## src/rtl/alct_phase_pkg.sv

```systemverilog
// Shared definitions for the ALCT receive-phase calibration controller.
package alct_phase_pkg;

    localparam int unsigned NdlyDefault   = 16;
    localparam int unsigned SettleDefault = 8;
    localparam int unsigned NcmpDefault   = 256;

    typedef enum logic [3:0] {
        StIdle,
        StSet,
        StWaitB,
        StSettle,
        StCmp,
        StRec,
        StEval,
        StApply,
        StWaitA,
        StDone
    } state_e;

    function automatic int unsigned dly_width(input int unsigned ndly);
        return (ndly > 1) ? $clog2(ndly) : 1;
    endfunction

endpackage

```

## src/rtl/alct_run_finder.sv

```systemverilog
// Serial longest-run-of-ones finder; runs restart at each segment boundary.
module alct_run_finder
    import alct_phase_pkg::*;
#(
    parameter int unsigned DW = dly_width(NdlyDefault),
    localparam int unsigned LW = DW + 1
) (
    input  logic          clock,
    input  logic          clr,
    input  logic          init_i,
    input  logic          valid_i,
    input  logic          bit_i,
    input  logic          seg_start_i,
    input  logic          seg_i,
    input  logic [DW-1:0] idx_i,
    output logic [DW-1:0] best_start_o,
    output logic [LW-1:0] best_len_o,
    output logic          best_seg_o
);

    logic [DW-1:0] cur_start_q, cur_start_d, best_start_q, best_start_d;
    logic [LW-1:0] cur_len_q, cur_len_d, best_len_q, best_len_d, run_len;
    logic          best_seg_q, best_seg_d;

    always_comb begin
        cur_start_d  = cur_start_q;
        cur_len_d    = cur_len_q;
        best_start_d = best_start_q;
        best_len_d   = best_len_q;
        best_seg_d   = best_seg_q;
        run_len      = seg_start_i ? '0 : cur_len_q;
        if (init_i) begin
            cur_start_d  = '0;
            cur_len_d    = '0;
            best_start_d = '0;
            best_len_d   = '0;
            best_seg_d   = 1'b0;
        end else if (valid_i) begin
            if (bit_i) begin
                cur_len_d   = run_len + LW'(1);
                cur_start_d = (run_len == '0) ? idx_i : cur_start_q;
                // Strictly longer only: equal runs keep the earlier one (posneg 0).
                if (cur_len_d > best_len_q) begin
                    best_len_d   = cur_len_d;
                    best_start_d = cur_start_d;
                    best_seg_d   = seg_i;
                end
            end else begin
                cur_len_d = '0;
            end
        end
    end

    always_ff @(posedge clock or posedge clr) begin
        if (clr) begin
            cur_start_q  <= '0;
            cur_len_q    <= '0;
            best_start_q <= '0;
            best_len_q   <= '0;
            best_seg_q   <= 1'b0;
        end else begin
            cur_start_q  <= cur_start_d;
            cur_len_q    <= cur_len_d;
            best_start_q <= best_start_d;
            best_len_q   <= best_len_d;
            best_seg_q   <= best_seg_d;
        end
    end

    assign best_start_o = best_start_q;
    assign best_len_o   = best_len_q;
    assign best_seg_o   = best_seg_q;

endmodule

```

## src/rtl/alct_rx_phase_scan.sv

```systemverilog
// Sweeps posneg x delay tap against a known pattern, then programs the centre
// of the longest passing window back into the demux and delay chain.
module alct_rx_phase_scan
    import alct_phase_pkg::*;
#(
    parameter int unsigned WIDTH  = 16,
    parameter int unsigned NDLY   = NdlyDefault,
    parameter int unsigned SETTLE = SettleDefault,
    parameter int unsigned NCMP   = NcmpDefault,
    localparam int unsigned DW    = dly_width(NDLY)
) (
    input  logic              clock,
    input  logic              clr,
    input  logic              start,
    input  logic [WIDTH-1:0]  dout1st,
    input  logic [WIDTH-1:0]  dout2nd,
    input  logic [WIDTH-1:0]  exp1st,
    input  logic [WIDTH-1:0]  exp2nd,
    input  logic              dly_busy,
    output logic [DW-1:0]     dly_val,
    output logic              dly_wr,
    output logic              posneg,
    output logic              busy,
    output logic              done,
    output logic              found,
    output logic [2*NDLY-1:0] pass_map,
    output logic              best_posneg,
    output logic [DW-1:0]     best_dly
);

    localparam int unsigned LW = DW + 1;
    localparam int unsigned CW = $clog2(NCMP + SETTLE + 2 * NDLY + 1);
    localparam logic [CW-1:0] SettleLast = CW'(SETTLE - 1);
    localparam logic [CW-1:0] CmpLast    = CW'(NCMP - 1);
    localparam logic [CW-1:0] EvalLast   = CW'(2 * NDLY - 1);
    localparam logic [DW-1:0] TapLast    = DW'(NDLY - 1);

    state_e            state_q, state_d;
    logic [CW-1:0]     cnt_q, cnt_d;
    logic [DW-1:0]     tap_q, tap_d, dly_val_q, dly_val_d, best_dly_q, best_dly_d;
    logic              posneg_q, posneg_d, err_q, err_d, busy_q, busy_d;
    logic              done_q, done_d, found_q, found_d, best_pn_q, best_pn_d;
    logic [2*NDLY-1:0] map_q, map_d;

    logic              fnd_init, fnd_seg, mismatch;
    logic [DW-1:0]     fnd_start, half_len, cand_dly;
    logic [LW-1:0]     fnd_len;
    logic              cand_found, cand_pn;
    logic [LW-1:0]     eval_idx;

    assign mismatch   = |{dout1st ^ exp1st, dout2nd ^ exp2nd};
    assign eval_idx   = cnt_q[LW-1:0];
    assign cand_found = (fnd_len != '0);
    assign half_len   = DW'((fnd_len - LW'(1)) >> 1);
    assign cand_dly   = cand_found ? fnd_start + half_len : '0;
    assign cand_pn    = cand_found & fnd_seg;

    alct_run_finder #(
        .DW (DW)
    ) u_run_finder (
        .clock        (clock),
        .clr          (clr),
        .init_i       (fnd_init),
        .valid_i      (state_q == StEval),
        .bit_i        (map_q[eval_idx]),
        .seg_start_i  (eval_idx[DW-1:0] == '0),
        .seg_i        (eval_idx[DW]),
        .idx_i        (eval_idx[DW-1:0]),
        .best_start_o (fnd_start),
        .best_len_o   (fnd_len),
        .best_seg_o   (fnd_seg)
    );

    always_comb begin
        state_d    = state_q;
        cnt_d      = cnt_q;
        tap_d      = tap_q;
        posneg_d   = posneg_q;
        err_d      = err_q;
        busy_d     = busy_q;
        done_d     = done_q;
        found_d    = found_q;
        best_pn_d  = best_pn_q;
        best_dly_d = best_dly_q;
        map_d      = map_q;
        dly_val_d  = dly_val_q;
        fnd_init   = 1'b0;
        unique case (state_q)
            StIdle, StDone: begin
                if (start) begin
                    state_d    = StSet;
                    cnt_d      = '0;
                    tap_d      = '0;
                    posneg_d   = 1'b0;
                    err_d      = 1'b0;
                    busy_d     = 1'b1;
                    done_d     = 1'b0;
                    found_d    = 1'b0;
                    best_pn_d  = 1'b0;
                    best_dly_d = '0;
                    map_d      = '0;
                    dly_val_d  = '0;
                    fnd_init   = 1'b1;
                end
            end
            StSet: begin
                state_d = StWaitB;
                cnt_d   = '0;
            end
            StWaitB, StWaitA: begin
                // The programmer may not raise busy until after our write lands.
                if (cnt_q == '0) begin
                    cnt_d = CW'(1);
                end else if (!dly_busy) begin
                    cnt_d = '0;
                    if (state_q == StWaitB) begin
                        state_d = StSettle;
                    end else begin
                        state_d = StDone;
                        busy_d  = 1'b0;
                        done_d  = 1'b1;
                    end
                end
            end
            StSettle: begin
                if (cnt_q == SettleLast) begin
                    state_d = StCmp;
                    cnt_d   = '0;
                end else begin
                    cnt_d = cnt_q + CW'(1);
                end
            end
            StCmp: begin
                err_d = err_q | mismatch;
                if (cnt_q == CmpLast) begin
                    state_d = StRec;
                    cnt_d   = '0;
                end else begin
                    cnt_d = cnt_q + CW'(1);
                end
            end
            StRec: begin
                map_d[{posneg_q, tap_q}] = ~err_q;
                err_d = 1'b0;
                cnt_d = '0;
                if (tap_q != TapLast) begin
                    tap_d     = tap_q + DW'(1);
                    dly_val_d = tap_q + DW'(1);
                    state_d   = StSet;
                end else if (!posneg_q) begin
                    posneg_d  = 1'b1;
                    tap_d     = '0;
                    dly_val_d = '0;
                    state_d   = StSet;
                end else begin
                    state_d = StEval;
                end
            end
            StEval: begin
                if (cnt_q == EvalLast) begin
                    state_d = StApply;
                    cnt_d   = '0;
                end else begin
                    cnt_d = cnt_q + CW'(1);
                end
            end
            StApply: begin
                posneg_d   = cand_pn;
                dly_val_d  = cand_dly;
                found_d    = cand_found;
                best_pn_d  = cand_pn;
                best_dly_d = cand_dly;
                state_d    = StWaitA;
                cnt_d      = '0;
            end
            default: state_d = StIdle;
        endcase
    end

    always_ff @(posedge clock or posedge clr) begin
        if (clr) begin
            state_q    <= StIdle;
            cnt_q      <= '0;
            tap_q      <= '0;
            posneg_q   <= 1'b0;
            err_q      <= 1'b0;
            busy_q     <= 1'b0;
            done_q     <= 1'b0;
            found_q    <= 1'b0;
            best_pn_q  <= 1'b0;
            best_dly_q <= '0;
            map_q      <= '0;
            dly_val_q  <= '0;
        end else begin
            state_q    <= state_d;
            cnt_q      <= cnt_d;
            tap_q      <= tap_d;
            posneg_q   <= posneg_d;
            err_q      <= err_d;
            busy_q     <= busy_d;
            done_q     <= done_d;
            found_q    <= found_d;
            best_pn_q  <= best_pn_d;
            best_dly_q <= best_dly_d;
            map_q      <= map_d;
            dly_val_q  <= dly_val_d;
        end
    end

    // APPLY drives the evaluator result directly so the write lands in that cycle.
    assign dly_wr      = (state_q == StSet) || (state_q == StApply);
    assign dly_val     = (state_q == StApply) ? cand_dly : dly_val_q;
    assign posneg      = (state_q == StApply) ? cand_pn : posneg_q;
    assign busy        = busy_q;
    assign done        = done_q;
    assign found       = found_q;
    assign pass_map    = map_q;
    assign best_posneg = best_pn_q;
    assign best_dly    = best_dly_q;

endmodule

```

## config.mk

```make
export PLATFORM = sky130hd
export DESIGN_NAME = alct_rx_phase_scan
export DESIGN_NICKNAME = d
export VERILOG_FILES = /design/src/rtl/alct_phase_pkg.sv /design/src/rtl/alct_run_finder.sv /design/src/rtl/alct_rx_phase_scan.sv
export SDC_FILE = /design/constraint.sdc
export NUM_CORES = 1
export LEC_CHECK = 0
export CORE_AREA = 2 2 110 112
export DETAILED_ROUTE_END_ITERATION = 8
export DIE_AREA = 0 0 112 114
export GPL_ROUTABILITY_DRIVEN = 1
export HOLD_SLACK_MARGIN = 0.06
export PLACE_DENSITY = 0.76
export SETUP_SLACK_MARGIN = 0.3
export SYNTH_ARGS = -nofsm -noshare
export SYNTH_HDL_FRONTEND = slang
export SYNTH_SLANG_ARGS = --single-unit
```

## constraint.sdc

```tcl
create_clock -name clock -period 3 [get_ports clock]
set_input_delay 0.75 -clock clock [delete_from_list [all_inputs] [get_ports clock]]
set_output_delay 0.75 -clock clock [all_outputs]
set_load 0.005 [all_outputs]
```

==> summary.md, run 1 <==
| Metric | Value |
|---|---|
| First-pass DRT Iterations | 5 |
| Layout Area Growth over Synthesis | 37.49% |
| F_max | 0.3143 GHz |
| Initial core utilization | 45.46% |
| Pint | 3.061 mW |
| Worst r2r src | u_run_finder.best_len_o[1]$_DFFE_PP0P_ |
| Largest net degree at the start of global routing | 34 |
| Compound-cell area share of the yosys netlist | 21.01% |
| Sw Ratio | 40.57% |
| Tcrit/Tclk final | 106.0% |
| Routed WL | 15.98 mm |
| Hold violation count in the final report | 0 |
| Synth top area cells | dfrtp_1, o21ai_0, xor2_1, a21oi_1, nand2_1 |
| Critical Path Max Stage Delay | ~370 ps |
| Worst hold path class | register to register |
| Diodes inserted | 0 |
| Longest Clk Path Bufs | 2 |
| Minimum clock period | 3181 ps |
| Final setup vio count | 11 |
| Max Cap Violations | 0 |
| WHS Endpoint | best_dly[1]$_DFFE_PP0P_ |
| Layout Nets | 815 |
| Initial DRC Count | 479 |
| Vias in the first global route | 5310 |
| Rel. slew slack | roughly a quarter |
| Die Wd | 112 µm |
| Net switching power figure | 2.090 mW |
| CP cell instances | inv_2 -> buf_4 -> buf_4 -> buf_4 -> buf_4 -> buf_4 -> buf_4 -> buf_4 -> buf_4 -> buf_4 -> buf_6 -> ha_4 -> nor2b_1 -> o21a_1 -> o21a_1 -> o311ai_4 -> buf_12 -> mux2i_2 |
| Adder-cell share of the synthesized area | under 10% |
| Crit path top cell by count | buf_4 |
| WP depth | 18 |
| H-tree depth | 3 |
| Remaining antenna violation count | 0 |
| Die ar. | 0.01277 mm² |
| Top-area cell type share of the netlist area | 38.54% |
| Setup Crit Path Kind | register to register |
| CP arrival | about 3400 ps |
| XOR/XNOR Fraction of Synth Area | 7.333% |
| # fillers | slightly below 1000 |
| Post-synth EDFFs | 0 |
| Startpoint Class | register |
| Combinational Power Share | 50.5% |
| Std-Cell Rows | 40 |
| WP data required | 3250 ps |
| Worst Reg-to-Reg Cells | 18 |
| Non-filler instance count after layout | 880 |
| Post-DP HPWL | 11.33 mm |
| Synth Net Count | 686 |
| Core area | 0.01171 mm² |
| RSZ-0062 raised after global routing | yes |
| Setup crit end kind | register |
| Final hold slack | 488.5 ps |
| Post-synth top area cell | dfrtp_1 |
| Largest family of logic cells by synthesized area | compound AO/OA/AOI/OAI gates |
| Placed Cells incl. Taps | 849 |
| Bufs and invs on worst path | 12 |
| R2r endpoint | u_run_finder.best_len_o[2]$_DFFE_PP0P_ |
| Clk root buf | clkbuf_16 |
| Die H | 114 µm |
| Failing checks | negative setup slack |
| Pleak | 3.233 nW |
| Total Power | 5.151 mW |
| Internal reg-to-reg setup slack | -180 ps |
| Routed vias | 5172 |
| Avg Cell Area, Syn | 8.888 µm² |
| Mux share of post-synthesis cell area | 6.228% |
| Peak supply drop | 0.4227 mV |
| Cts bufs inserted | 9 |
| Clk_skew | 8.981 ps |
| DR WL/cell | 18.16 µm |
| Clk slew on worst S/H paths | 60 ps |
| CP max FO | 10 |
| Clock power frac | 20.5% |
| Synth cell types | 65 |
| IO Pins | 114 |
| Port bufs | between 100 and 150 |
| GP Congestion | 0.9421 |
| Worst Slack Setup Final | -181.3 ps |
| Seq/Total Area, Yosys | 38.54% |
| Syn. warnings | 0 |
| Layout cells sized above 1 | between 10% and 20% |
| Post-synth ARST share | 100.0% |
| Residual DRC | 0 |
| Synthesized netlist cell count | roughly 600 |
| Antenna violations before repair | 0 |
| HP Start | best_dly[1]$_DFFE_PP0P_ |
| Vias/cell | 5.877 |
| Pre-CTS WS | -206.9 ps |
| TritonCTS clock tree | yes |
| CP max stage cell | dfrtp_1 |
| Status | finished, violations left |
| Slew Limit Fails | 0 |
| Slew @ Worst Pin | approximately 1100 ps |
| Hold path cells | 1 |
| Post-Synth Simple-Gate Area | about 17% |
| Ys flop type | dfrtp_1 |
| Cell family with most CP delay | buffers and inverters |
| Mapped Area | 0.005324 mm² |
| PwrDens | 703.7 mW/mm² |
| Seq cells post-synth | 82 |
| Skew-Pair Late Insertion Delay | between 300 and 400 ps |
| GRT Util Overall | 25.37% |
| Clock Sinks | 82 |
| Global-route wire length before repair | 26.02 mm |
| Sequential Power Share | 29.0% |
| Global route overflow | 0 |
==> sequential cells by signal, summed over array words and instances, names as in the netlist, 4 cells and up <==
| name | flops |
|---|---|
| cnt_q | 9 |
| u_run_finder.best_start_o | 4 |
| state_q | 4 |
| best_dly | 4 |
| pass_map | 32 |
| u_run_finder.cur_start_q | 4 |
| tap_q | 4 |
| u_run_finder.best_len_o | 5 |
| u_run_finder.cur_len_q | 5 |
| dly_val_q | 4 |
==> logic make-up after synthesis <==
group | after synthesis
compound gates | 185
xor+xnor | 43
fa+ha+maj | 19
buf+inv | 65
flops | 82
mux | 23
simple gates | 182
==> Yosys cell counts, types with 3 or more instances <==
library cell	number
or2_2	4
a21oi_1	53
nor2_1	30
nand4_1	4
a22oi_1	4
and2_1	6
nand2_1	64
ha_1	18
a21o_1	11
buf_2	5
nand2b_1	13
xnor2_1	3
xor2_1	39
a31oi_1	4
and3_1	4
nor3b_1	6
mux4_2	8
o31ai_1	4
o21ai_0	78
and3b_1	3
nor3_1	8
dfrtp_1	82
a22o_1	3
nand3_1	15
o211ai_1	3
nor4_1	8
clkbuf_1	27
mux2i_1	14
nor2b_1	4
inv_1	29
==> timing repair <==
action / 4_1_cts / 5_1_grt
hold buffers: 0 / 0
gates resized for setup: 24 / 21
setup buffers: 12 / 3
pin swaps: 13 / 5
setup endpoints to repair: 15 / 27
==> cells in the final DEF (no fill, tap or decap), types with 4 or more instances in the layout <==
cell               n
a21o_1            11
a21oi_1           51
a22oi_1            4
a31oi_1            4
and2_1             5
and3_1             4
buf_4             35
clkbuf_16          9
clkdlybuf4s50_1  107
dfrtp_1           82
ha_1              12
ha_4               5
inv_1             20
inv_2              6
mux2i_1           13
mux4_2             8
nand2_1           63
nand2b_1          13
nand3_1           15
nand4_1            4
nor2_1            28
nor2b_1            4
nor3_1             7
nor3b_1            5
nor4_1             8
o21ai_0           77
or2_2              4
xor2_1            37
==> stage by stage <==
stage | setup TNS, ps | area [µm²] | util, %
after floorplan | 0 | 5416 | -
after global placement | -142.7 | 6797 | 58.03
after detailed placement | -206.9 | 6797 | 58.03
after CTS | -516.0 | 7203 | 61.51
after global routing | -2452 | 7320 | 62.50
final | -1397 | 7320 | 62.50
==> how the worst max path moves through the flow <==
stage                                                         to                                   start  slack, ps
after floorplan           u_run_finder.best_len_o[0]$_DFFE_PP0P_                    cnt_q[0]$_DFFE_PP0P_         90
after global placement                                dly_val[3]  u_run_finder.best_len_o[0]$_DFFE_PP0P_       -140
after detailed placement                              dly_val[3]  u_run_finder.best_len_o[1]$_DFFE_PP0P_       -210
after global routing                                  dly_val[3]  u_run_finder.best_len_o[0]$_DFFE_PP0P_       -290
after CTS                                             dly_val[3]  u_run_finder.best_len_o[1]$_DFFE_PP0P_       -150
final                     u_run_finder.best_len_o[2]$_DFFE_PP0P_  u_run_finder.best_len_o[1]$_DFFE_PP0P_       -180
==> cell type report <==
cell class                      instances  area [µm²]  area share (%)
Sequential cell                        82        2052           28.03
Inverter                               29       117.6           1.607
Clock buffer                            9       225.2           3.077
Clock inverter                          7       52.55          0.7179
Timing Repair Buffer                  154        1475           20.15
Tap cell                              147       183.9           2.513
Multi-Input combinational cell        452        3213           43.90
==> worst register-to-register path, stage by stage (launching register included) <==
cell	delay, ps
dfrtp_1	370
inv_2	60
buf_4	130
buf_4	120
buf_4	120
buf_4	120
buf_4	120
buf_4	120
buf_4	120
buf_4	120
buf_4	130
buf_6	110
ha_4	230
nor2b_1	140
o21a_1	160
o21a_1	200
o311ai_4	300
buf_12	180
mux2i_2	240
==> power by group through the flow <==
stage          clock [mW]  sequential [mW]  combinational (mW)
2_1_floorplan           0             1.45                1.50
3_3_place_gp            0             1.48                2.28
3_5_place_dp            0             1.49                2.35
4_1_cts              1.06             1.48                2.42
5_1_grt              1.12             1.52                2.84
6_report             1.06             1.49                2.60
==> per-layer routing <==
metal,part of all wire (%),GRT usage (%),vias up
li1,-,-,2389
met3,8.4,6.589,32
met2,50,43.19,281
met5,0,0,-
met1,39,31.61,2470
met4,2.2,8.699,0
Note: power is estimated with default switching activity, not from simulation.
==> run 2: changes to the inputs <==
--- a/config.mk
+++ b/config.mk
@@ -5,10 +5,9 @@
 export SDC_FILE = /design/constraint.sdc
 export NUM_CORES = 1
 export LEC_CHECK = 0
-export CORE_AREA = 2 2 110 112
+export CORE_AREA = 2 2 131 95
 export DETAILED_ROUTE_END_ITERATION = 8
-export DIE_AREA = 0 0 112 114
-export GPL_ROUTABILITY_DRIVEN = 1
+export DIE_AREA = 0 0 133 97
 export HOLD_SLACK_MARGIN = 0.06
 export PLACE_DENSITY = 0.76
 export SETUP_SLACK_MARGIN = 0.3
==> run 2 against run 1 <==
  * The flow still finishes with violations (negative setup slack)
  * Critical path depth is 9 lower
  * Register-to-register slack better by 120 ps
  * Sequential share of layout area is 0.56 points lower
  * Worst hold slack worse by 9.5 ps
  * Via count is 2.1% higher
  * Clock power is 12% higher
  * Combinational power is 6% higher
  * First-iteration DRC count is 31% higher
  * Total power is 5.5% higher
  * Non-clock buffer count is 15 higher
  * Design area is 2.1% higher
  * Cell count is 2.7% higher
  * Critical path type is now register to output pin
  * Critical endpoint is now dly_val[3]
  * Highest routed layer unchanged
==> summary.md, run 2 (synthesis gave the netlist of run 1 again) <==
| Metric | Value |
|---|---|
| Status | finished, violations left |
| Failing checks | negative setup slack |
| Slew @ Worst Pin | 682.6 ps (-404.0 ps) |
| Routed vias | 5280 (+2.1%) |
| H-tree depth | 3 (unchanged) |
| Peak supply drop | 0.3915 mV (-7.4%) |
| Worst hold path class | register to register |
| Die Wd | 133 µm (+19%) |
| Skew-Pair Late Insertion Delay | 340 ps (about the same) |
| GRT Util Overall | 26.08% (+0.71 points) |
| GP Congestion | 0.8787 (-6.7%) |
| Std-Cell Rows | 33 (-18%) |
| Antenna violations before repair | 0 (unchanged) |
| Residual DRC | 0 (unchanged) |
| Clk slew on worst S/H paths | 60 ps (about the same) |
| Die H | 97 µm (-15%) |
| Max Cap Violations | 0 (unchanged) |
| Worst Slack Setup Final | -185.2 ps (-3.955 ps) |
| Pleak | 3.309 nW (+2.4%) |
| Post-DP HPWL | 11.93 mm (+5.3%) |
| Number of flip-flops in the largest register | 32 (unchanged) |
| Rel. slew slack | 54.18% (+28 points) |
| Layout Nets | 830 (+1.8%) |
| Routed WL | 16.45 mm (+2.9%) |
| CP max FO | 2 (-8) |
| Most frequent cells in the layout | clkdlybuf4s50_1, dfrtp_1, o21ai_0 |
| Core area | 0.01152 mm² (-1.6%) |
| Clk root buf | clkbuf_16 |
| Largest net degree at the start of global routing | 46 (+35%) |
| Startpoint Class | register |
| Total Power | 5.433 mW (+5.5%) |
| Longest Clk Path Bufs | 2 (unchanged) |
| Layout cells sized above 1 | 16.73% (+1.0 points) |
| Port bufs | 113 (unchanged) |
| DR WL/cell | 18.19 µm (+0.18%) |
| Post-route cell area | 0.007472 mm² (+2.1%) |
| WP data required | 2250 ps (-1000 ps) |
| Pre-CTS WS | -277.2 ps (-70.33 ps) |
| Remaining antenna violation count | 0 (unchanged) |
| Hold-fix buffers at CTS | 0 (unchanged) |
| Non-filler instance count after layout | 904 (+2.7%) |
| Clk_skew | 8.224 ps (-0.7570 ps) |
| RSZ-0062 raised after global routing | yes |
| Initial core utilization | 46.21% (+0.76 points) |
| PwrDens | 727.1 mW/mm² (+3.3%) |
| Global-route wire length before repair | 26.57 mm (+2.1%) |
| Cts bufs inserted | 9 (unchanged) |
| Placed Area | 0.006849 mm² (+0.77%) |
| Die ar. | 0.01290 mm² (+1.0%) |
| Global route overflow | 0 (unchanged) |
| F_max | 0.3139 GHz (-0.12%) |
| Clock Sinks | 82 (unchanged) |
| Tcrit/Tclk final | 106.2% (+0.13 points) |
| CP arrival | 2440 ps (-990 ps) |
| Slew Limit Fails | 0 (unchanged) |
| Most common cell after layout, fill and taps aside | clkdlybuf4s50_1 |
| Vias in the first global route | 5214 (-1.8%) |
| First-pass DRT Iterations | 5 (unchanged) |
| Minimum clock period | 3185 ps (+3.955 ps) |
| IO Pins | 114 (unchanged) |
| TritonCTS clock tree | yes |
| Hold violation count in the final report | 0 (unchanged) |
| Setup Crit Path Kind | register to output pin |
| Initial DRC Count | 629 (+31%) |
| Setup crit end kind | output pin |
| Final setup vio count | 6 (-5) |
| Layout Area Growth over Synthesis | 40.35% |
| Diodes inserted | 0 (unchanged) |
| Vias/cell | 5.841 (-0.62%) |
| Placed Cells incl. Taps | 866 (+2.0%) |
[run 2: path summary, 6_finish.rpt]
check                                            to                                    from  slack, ps  cells past startpoint
max in group asynchronous  pass_map[16]$_DFFE_PP0P_                                     clr       1620                      3
min reg2reg                 best_dly[1]$_DFFE_PP0P_                 best_dly[1]$_DFFE_PP0P_        480                      1
max reg2reg                dly_val_q[2]$_DFFE_PP0P_  u_run_finder.best_len_o[1]$_DFFE_PP0P_        -60                     20
min                         best_dly[1]$_DFFE_PP0P_                 best_dly[1]$_DFFE_PP0P_        480                      1
min in group asynchronous      cnt_q[4]$_DFFE_PP0P_                                     clr        760                      2
max                                      dly_val[3]  u_run_finder.best_len_o[1]$_DFFE_PP0P_       -190                      9
[run 2: layout make-up]
type	count	area, µm²
fill	891	4048
timing repair buffer	169	1603
tap	157	196.4
clock inverter	6	91.34
multi-input combinational	452	3186
clock buffer	9	225.2
sequential	82	2053
inverter	29	117.6
[run 2: critical path, stage by stage (launching register included)]
cell and delay (ps):
dfrtp_1 390, buf_4 150, nor3_4 190, xnor2_1 160, ha_1 300, a21oi_2 190, xnor3_1 240, o2bb2a_4 220
o21ai_2 120, buf_2 120
[run 2: report_power, final]
group	leakage (nW)	total, mW	switching, mW	internal (mW)
Clock	0.156	1.19	0.466	0.729
Sequential	1.12	1.48	0.180	1.30
Combinational	2.03	2.76	1.46	1.30
Total	3.31	5.43	2.11	3.32
[run 2: routing by layer]
layer  routed length, µm  up-vias  GRT usage [%]
li1                    -     2421              -
met1                7313     2556          37.14
met2                7662      281          40.37
met3                1270       22          5.922
met4                 201        0          6.452
met5                   0        -              0
[run 2: metrics by stage]
step | utilization, % | hold WS [ps] | setup TNS [ps]
after global routing | 64.86 | 519.3 | -1379
final | 64.86 | 479.0 | -660.1
after global placement | 59.45 | 462.3 | -227.0
after CTS | 63.85 | 478.2 | -367.3
after floorplan | - | 458.4 | 0
after detailed placement | 59.45 | 464.4 | -307.0
[run 2: timing repair]
item,in CTS,in global routing
setup buffers,16,6
gates resized for setup,32,13
pin swaps,12,8
endpoints found under the setup margin,15,29
gates cloned,1,0
==> run 3: changes to the inputs <==
--- a/config.mk
+++ b/config.mk
@@ -5,12 +5,13 @@
 export SDC_FILE = /design/constraint.sdc
 export NUM_CORES = 1
 export LEC_CHECK = 0
-export CORE_AREA = 2 2 131 95
+export CORE_AREA = 2 2 110 112
 export DETAILED_ROUTE_END_ITERATION = 8
-export DIE_AREA = 0 0 133 97
+export DIE_AREA = 0 0 112 114
 export HOLD_SLACK_MARGIN = 0.06
-export PLACE_DENSITY = 0.76
+export PLACE_DENSITY = 0.77
 export SETUP_SLACK_MARGIN = 0.3
 export SYNTH_ARGS = -nofsm -noshare
 export SYNTH_HDL_FRONTEND = slang
+export SYNTH_HIERARCHICAL = 1
 export SYNTH_SLANG_ARGS = --single-unit
==> run 3 against run 2 <==
  * The run still ends with negative setup slack left
  * Sequential cell count did not move
  * Sequential share of layout area down 0.17 points
  * Design area grew 0.74%
  * Fmax rose by 1.8%
  * Critical path type unchanged
  * Largest power group unchanged
  * Highest routed layer unchanged
==> summary.md, run 3 <==
| Metric | Value |
|---|---|
| Failing checks | negative setup slack |
| Syn. warnings | 6 (+6) |
| Worst Reg-to-Reg Cells | 11 (-45%) |
| Port bufs | 113 (unchanged) |
| Cts bufs inserted | 9 (unchanged) |
| PwrDens | 767.4 mW/mm² (+5.5%) |
| Seq/Total Area, Yosys | 38.24% (-0.31 points) |
| Rel. slew slack | 49.74% (-4.4 points) |
| Number of flip-flops in the largest register | 32 (unchanged) |
| Global-route wire length before repair | 26.57 mm (unchanged) |
| Clk slew on worst S/H paths | 70 ps (about the same) |
| First-pass DRT Iterations | 5 (unchanged) |
| Pint | 3.412 mW (+2.7%) |
| CP cell instances | inv_2 -> ha_4 -> xor2_2 -> ha_1 -> a21o_1 -> a21oi_2 -> xnor2_2 -> mux2i_1 -> nand3_1 -> buf_2 |
| Tcrit/Tclk final | 104.3% (-1.9 points) |
| Sw Ratio | 40.94% (+2.1 points) |
| Std-Cell Rows | 40 (+21%) |
| Synth Net Count | 672 (-2.0%) |
| Placed Cells incl. Taps | 842 (-2.8%) |
| Placed Area | 0.006840 mm² (-0.13%) |
| Layout Nets | 815 (-1.8%) |
| F_max | 0.3197 GHz (+1.8%) |
| Avg Cell Area, Syn | 9.173 µm² (+3.2%) |
| Core area | 0.01171 mm² (+1.7%) |
| Post-synth top area cell | dfrtp_1 |
| Residual DRC | 0 (unchanged) |
| Top-area cell type share of the netlist area | 38.24% (-0.31 points) |
| Synth cell types | 70 (+7.7%) |
| Pre-CTS WS | -181.0 ps (+96.15 ps) |
| Hold-fix buffers at CTS | 0 (unchanged) |
| CP arrival | 2380 ps (-60 ps) |
| HP Start | best_dly[2]$_DFFE_PP0P_ |
| Final setup vio count | 1 (-5) |
| Synth top area cells | dfrtp_1, o21ai_0, xor2_1, a21oi_1, ha_1 |
| Seq cells post-synth | 82 (unchanged) |
| Post-synth EDFFs | 0 (unchanged) |
| CP max stage cell | dfrtp_1 |
| Vias/cell | 6.085 (+4.2%) |
| Worst hold path class | register to register |
| Utilization after layout | 64.27% (-0.59 points) |
| Combinational Power Share | 53.9% (+3.1 points) |
| Skew-Pair Late Insertion Delay | 350 ps (about the same) |
| Ys flop type | dfrtp_1 |
| Die ar. | 0.01277 mm² (-1.0%) |
| RSZ-0062 raised after global routing | yes |
| Total Power | 5.777 mW (+6.3%) |
| Critical Path Max Stage Delay | 400 ps (about the same) |
| Max Cap Violations | 0 (unchanged) |
| WP data required | 2250 ps (about the same) |
| Slew @ Worst Pin | 753.0 ps (+70.37 ps) |
| GRT Util Overall | 25.63% (-0.45 points) |
| CP max FO | 2 (unchanged) |
| Clk root buf | clkbuf_16 |
| Routed vias | 5355 (+1.4%) |
| Non-filler instance count after layout | 880 (-2.7%) |
| Worst r2r src | cnt_q[0]$_DFFE_PP0P_ |
| Largest net degree at the start of global routing | 39 (-15%) |
| Global route overflow | 0 (unchanged) |
| Startpoint Class | register |
| Most frequent cells in the layout | clkdlybuf4s50_1, o21ai_0, dfrtp_1 |
| Net switching power figure | 2.365 mW (+12%) |
| Post-DP HPWL | 11.50 mm (-3.6%) |
| H-tree depth | 3 (unchanged) |
| Die H | 114 µm (+18%) |
| Slew Limit Fails | 0 (unchanged) |
| Synthesized netlist cell count | 585 (-2.3%) |
| GP Congestion | 0.8736 (-0.58%) |
| Most common cell after layout, fill and taps aside | clkdlybuf4s50_1 |
| Setup crit end kind | output pin |
| TritonCTS clock tree | yes |
| Hold violation count in the final report | 0 (unchanged) |
| # fillers | 948 (+6.4%) |
| Antenna violations before repair | 0 (unchanged) |
| Pleak | 3.291 nW (-0.53%) |
| Die Wd | 112 µm (-16%) |
| Peak supply drop | 0.5793 mV (+48%) |
| Clk_skew | 6.903 ps (-1.321 ps) |
| Minimum clock period | 3128 ps (-57.10 ps) |
| Diodes inserted | 0 (unchanged) |
| Longest Clk Path Bufs | 2 (unchanged) |
| Vias in the first global route | 5428 (+4.1%) |
| Worst Slack Setup Final | -128.1 ps (+57.10 ps) |
| Mapped Area | 0.005366 mm² (+0.80%) |
| Clock Sinks | 82 (unchanged) |
| IO Pins | 114 (unchanged) |
| Layout cells sized above 1 | 20.19% (+3.5 points) |
| Synth top cells by count | o21ai_0, dfrtp_1, a21oi_1 |
| WHS Endpoint | best_dly[2]$_DFFE_PP0P_ |
| Post-synth ARST share | 100.0% (unchanged) |
| Status | finished, violations left |
| Post-route cell area | 0.007527 mm² (+0.74%) |
| R2r endpoint | u_run_finder/best_len_o[3]$_DFFE_PP0P_ |
| Initial DRC Count | 531 (-16%) |
| Setup tns final | -128.1 ps (+531.9 ps) |
| Routed WL | 16.21 mm (-1.4%) |
| Final hold slack | 481.5 ps (+2.528 ps) |
| Remaining antenna violation count | 0 (unchanged) |
| Setup Crit Path Kind | register to output pin |
| Internal reg-to-reg setup slack | 210 ps (+270 ps) |
| Clock power frac | 19.7% (-2.3 points) |
| DR WL/cell | 18.42 µm (+1.3%) |
| Initial core utilization | 45.82% (-0.39 points) |
| Hold path cells | 1 (unchanged) |
| Layout Area Growth over Synthesis | 40.27% (about the same) |
| Most common cell in the netlist | o21ai_0 |
| Sequential Power Share | 26.4% (-0.8 points) |
==> run 3: cell types whose count changed after synthesis, sizes merged, moves of 5 or more <==
cell,before,now
o21ai,80,87
or2,5,0
nand2,65,45
nand3,15,23
clkbuf,27,19
inv,29,24
a21oi,53,65
a211oi,0,5
nor2,30,35
nor3b,7,1
==> run 3: repair_timing <==
item                                    4_1_cts  5_1_grt
endpoints found under the setup margin       16       22
buffers inserted                             14        8
pin swaps                                    19       13
gates resized for setup                      44       33
endpoints found under the hold margin         0        0
==> run 3: worst max-delay path, delay by kind of cell, from the launching register on <==
family	cells	cell delay [ps]
and+or+nand+nor	1	100
buffers and inverters	2	210
DFF	1	400
adders and majority gates	2	400
AOI/OAI and AO/OA	2	350
muxes	1	270
xor gates and xnor gates	2	310
==> run 3: power by group through the flow <==
stage	Combinational (mW)	Clock [mW]	Sequential, mW
6_report	3.12	1.14	1.52
5_1_grt	3.37	1.21	1.55
4_1_cts	2.88	1.15	1.51
3_5_place_dp	2.62	0	1.54
3_3_place_gp	2.54	0	1.53
2_1_floorplan	1.78	0	1.48
==> run 3: how the worst max path moves through the flow <==
| stage | endpoint | cells past startpoint | startpoint |
|---|---|---|---|
| final | dly_val[3] | 10 | u_run_finder/best_len_o[1]$_DFFE_PP0P_ |
| after global routing | dly_val[3] | 10 | u_run_finder/best_len_o[0]$_DFFE_PP0P_ |
| after CTS | dly_val[3] | 10 | u_run_finder/best_len_o[0]$_DFFE_PP0P_ |
| after detailed placement | dly_val[3] | 10 | u_run_finder/best_len_o[0]$_DFFE_PP0P_ |
| after global placement | dly_val[3] | 10 | u_run_finder/best_len_o[0]$_DFFE_PP0P_ |
| after floorplan | u_run_finder/best_len_o[3]$_DFFE_PP0P_ | 12 | cnt_q[0]$_DFFE_PP0P_ |
==> run 3: logic make-up after synthesis <==
family          count (synthesis)  share of synthesized area [%]
compound gates                196                          22.45
simple gates                  166                          15.92
flops                          82                          38.24
buf+inv                        54                          4.499
xor+xnor                       42                          6.855
mux                            26                          7.461
fa+ha+maj                      19                          4.570
==> run 3: layout make-up <==
cell class              instances  area [µm²]  area share (%)
multi-input cells             449        3373           44.81
flip-flops and latches         82        2056           27.31
repair buffers                161        1516           20.15
clock buffers                  11       242.7           3.225
well taps                     147       183.9           2.443
inverters                      25       93.84           1.247
clock inverters                 5       61.31          0.8145
==> run 3: metal layers <==
| metal | global-route usage [%] | vias up | part of all wire (%) |
|---|---|---|---|
| met5 | 0 | - | 0 |
| met4 | 9.756 | 0 | 2.3 |
| met3 | 5.951 | 34 | 9.3 |
| met2 | 44.00 | 316 | 50 |
| met1 | 31.68 | 2585 | 38 |
| li1 | - | 2420 | - |
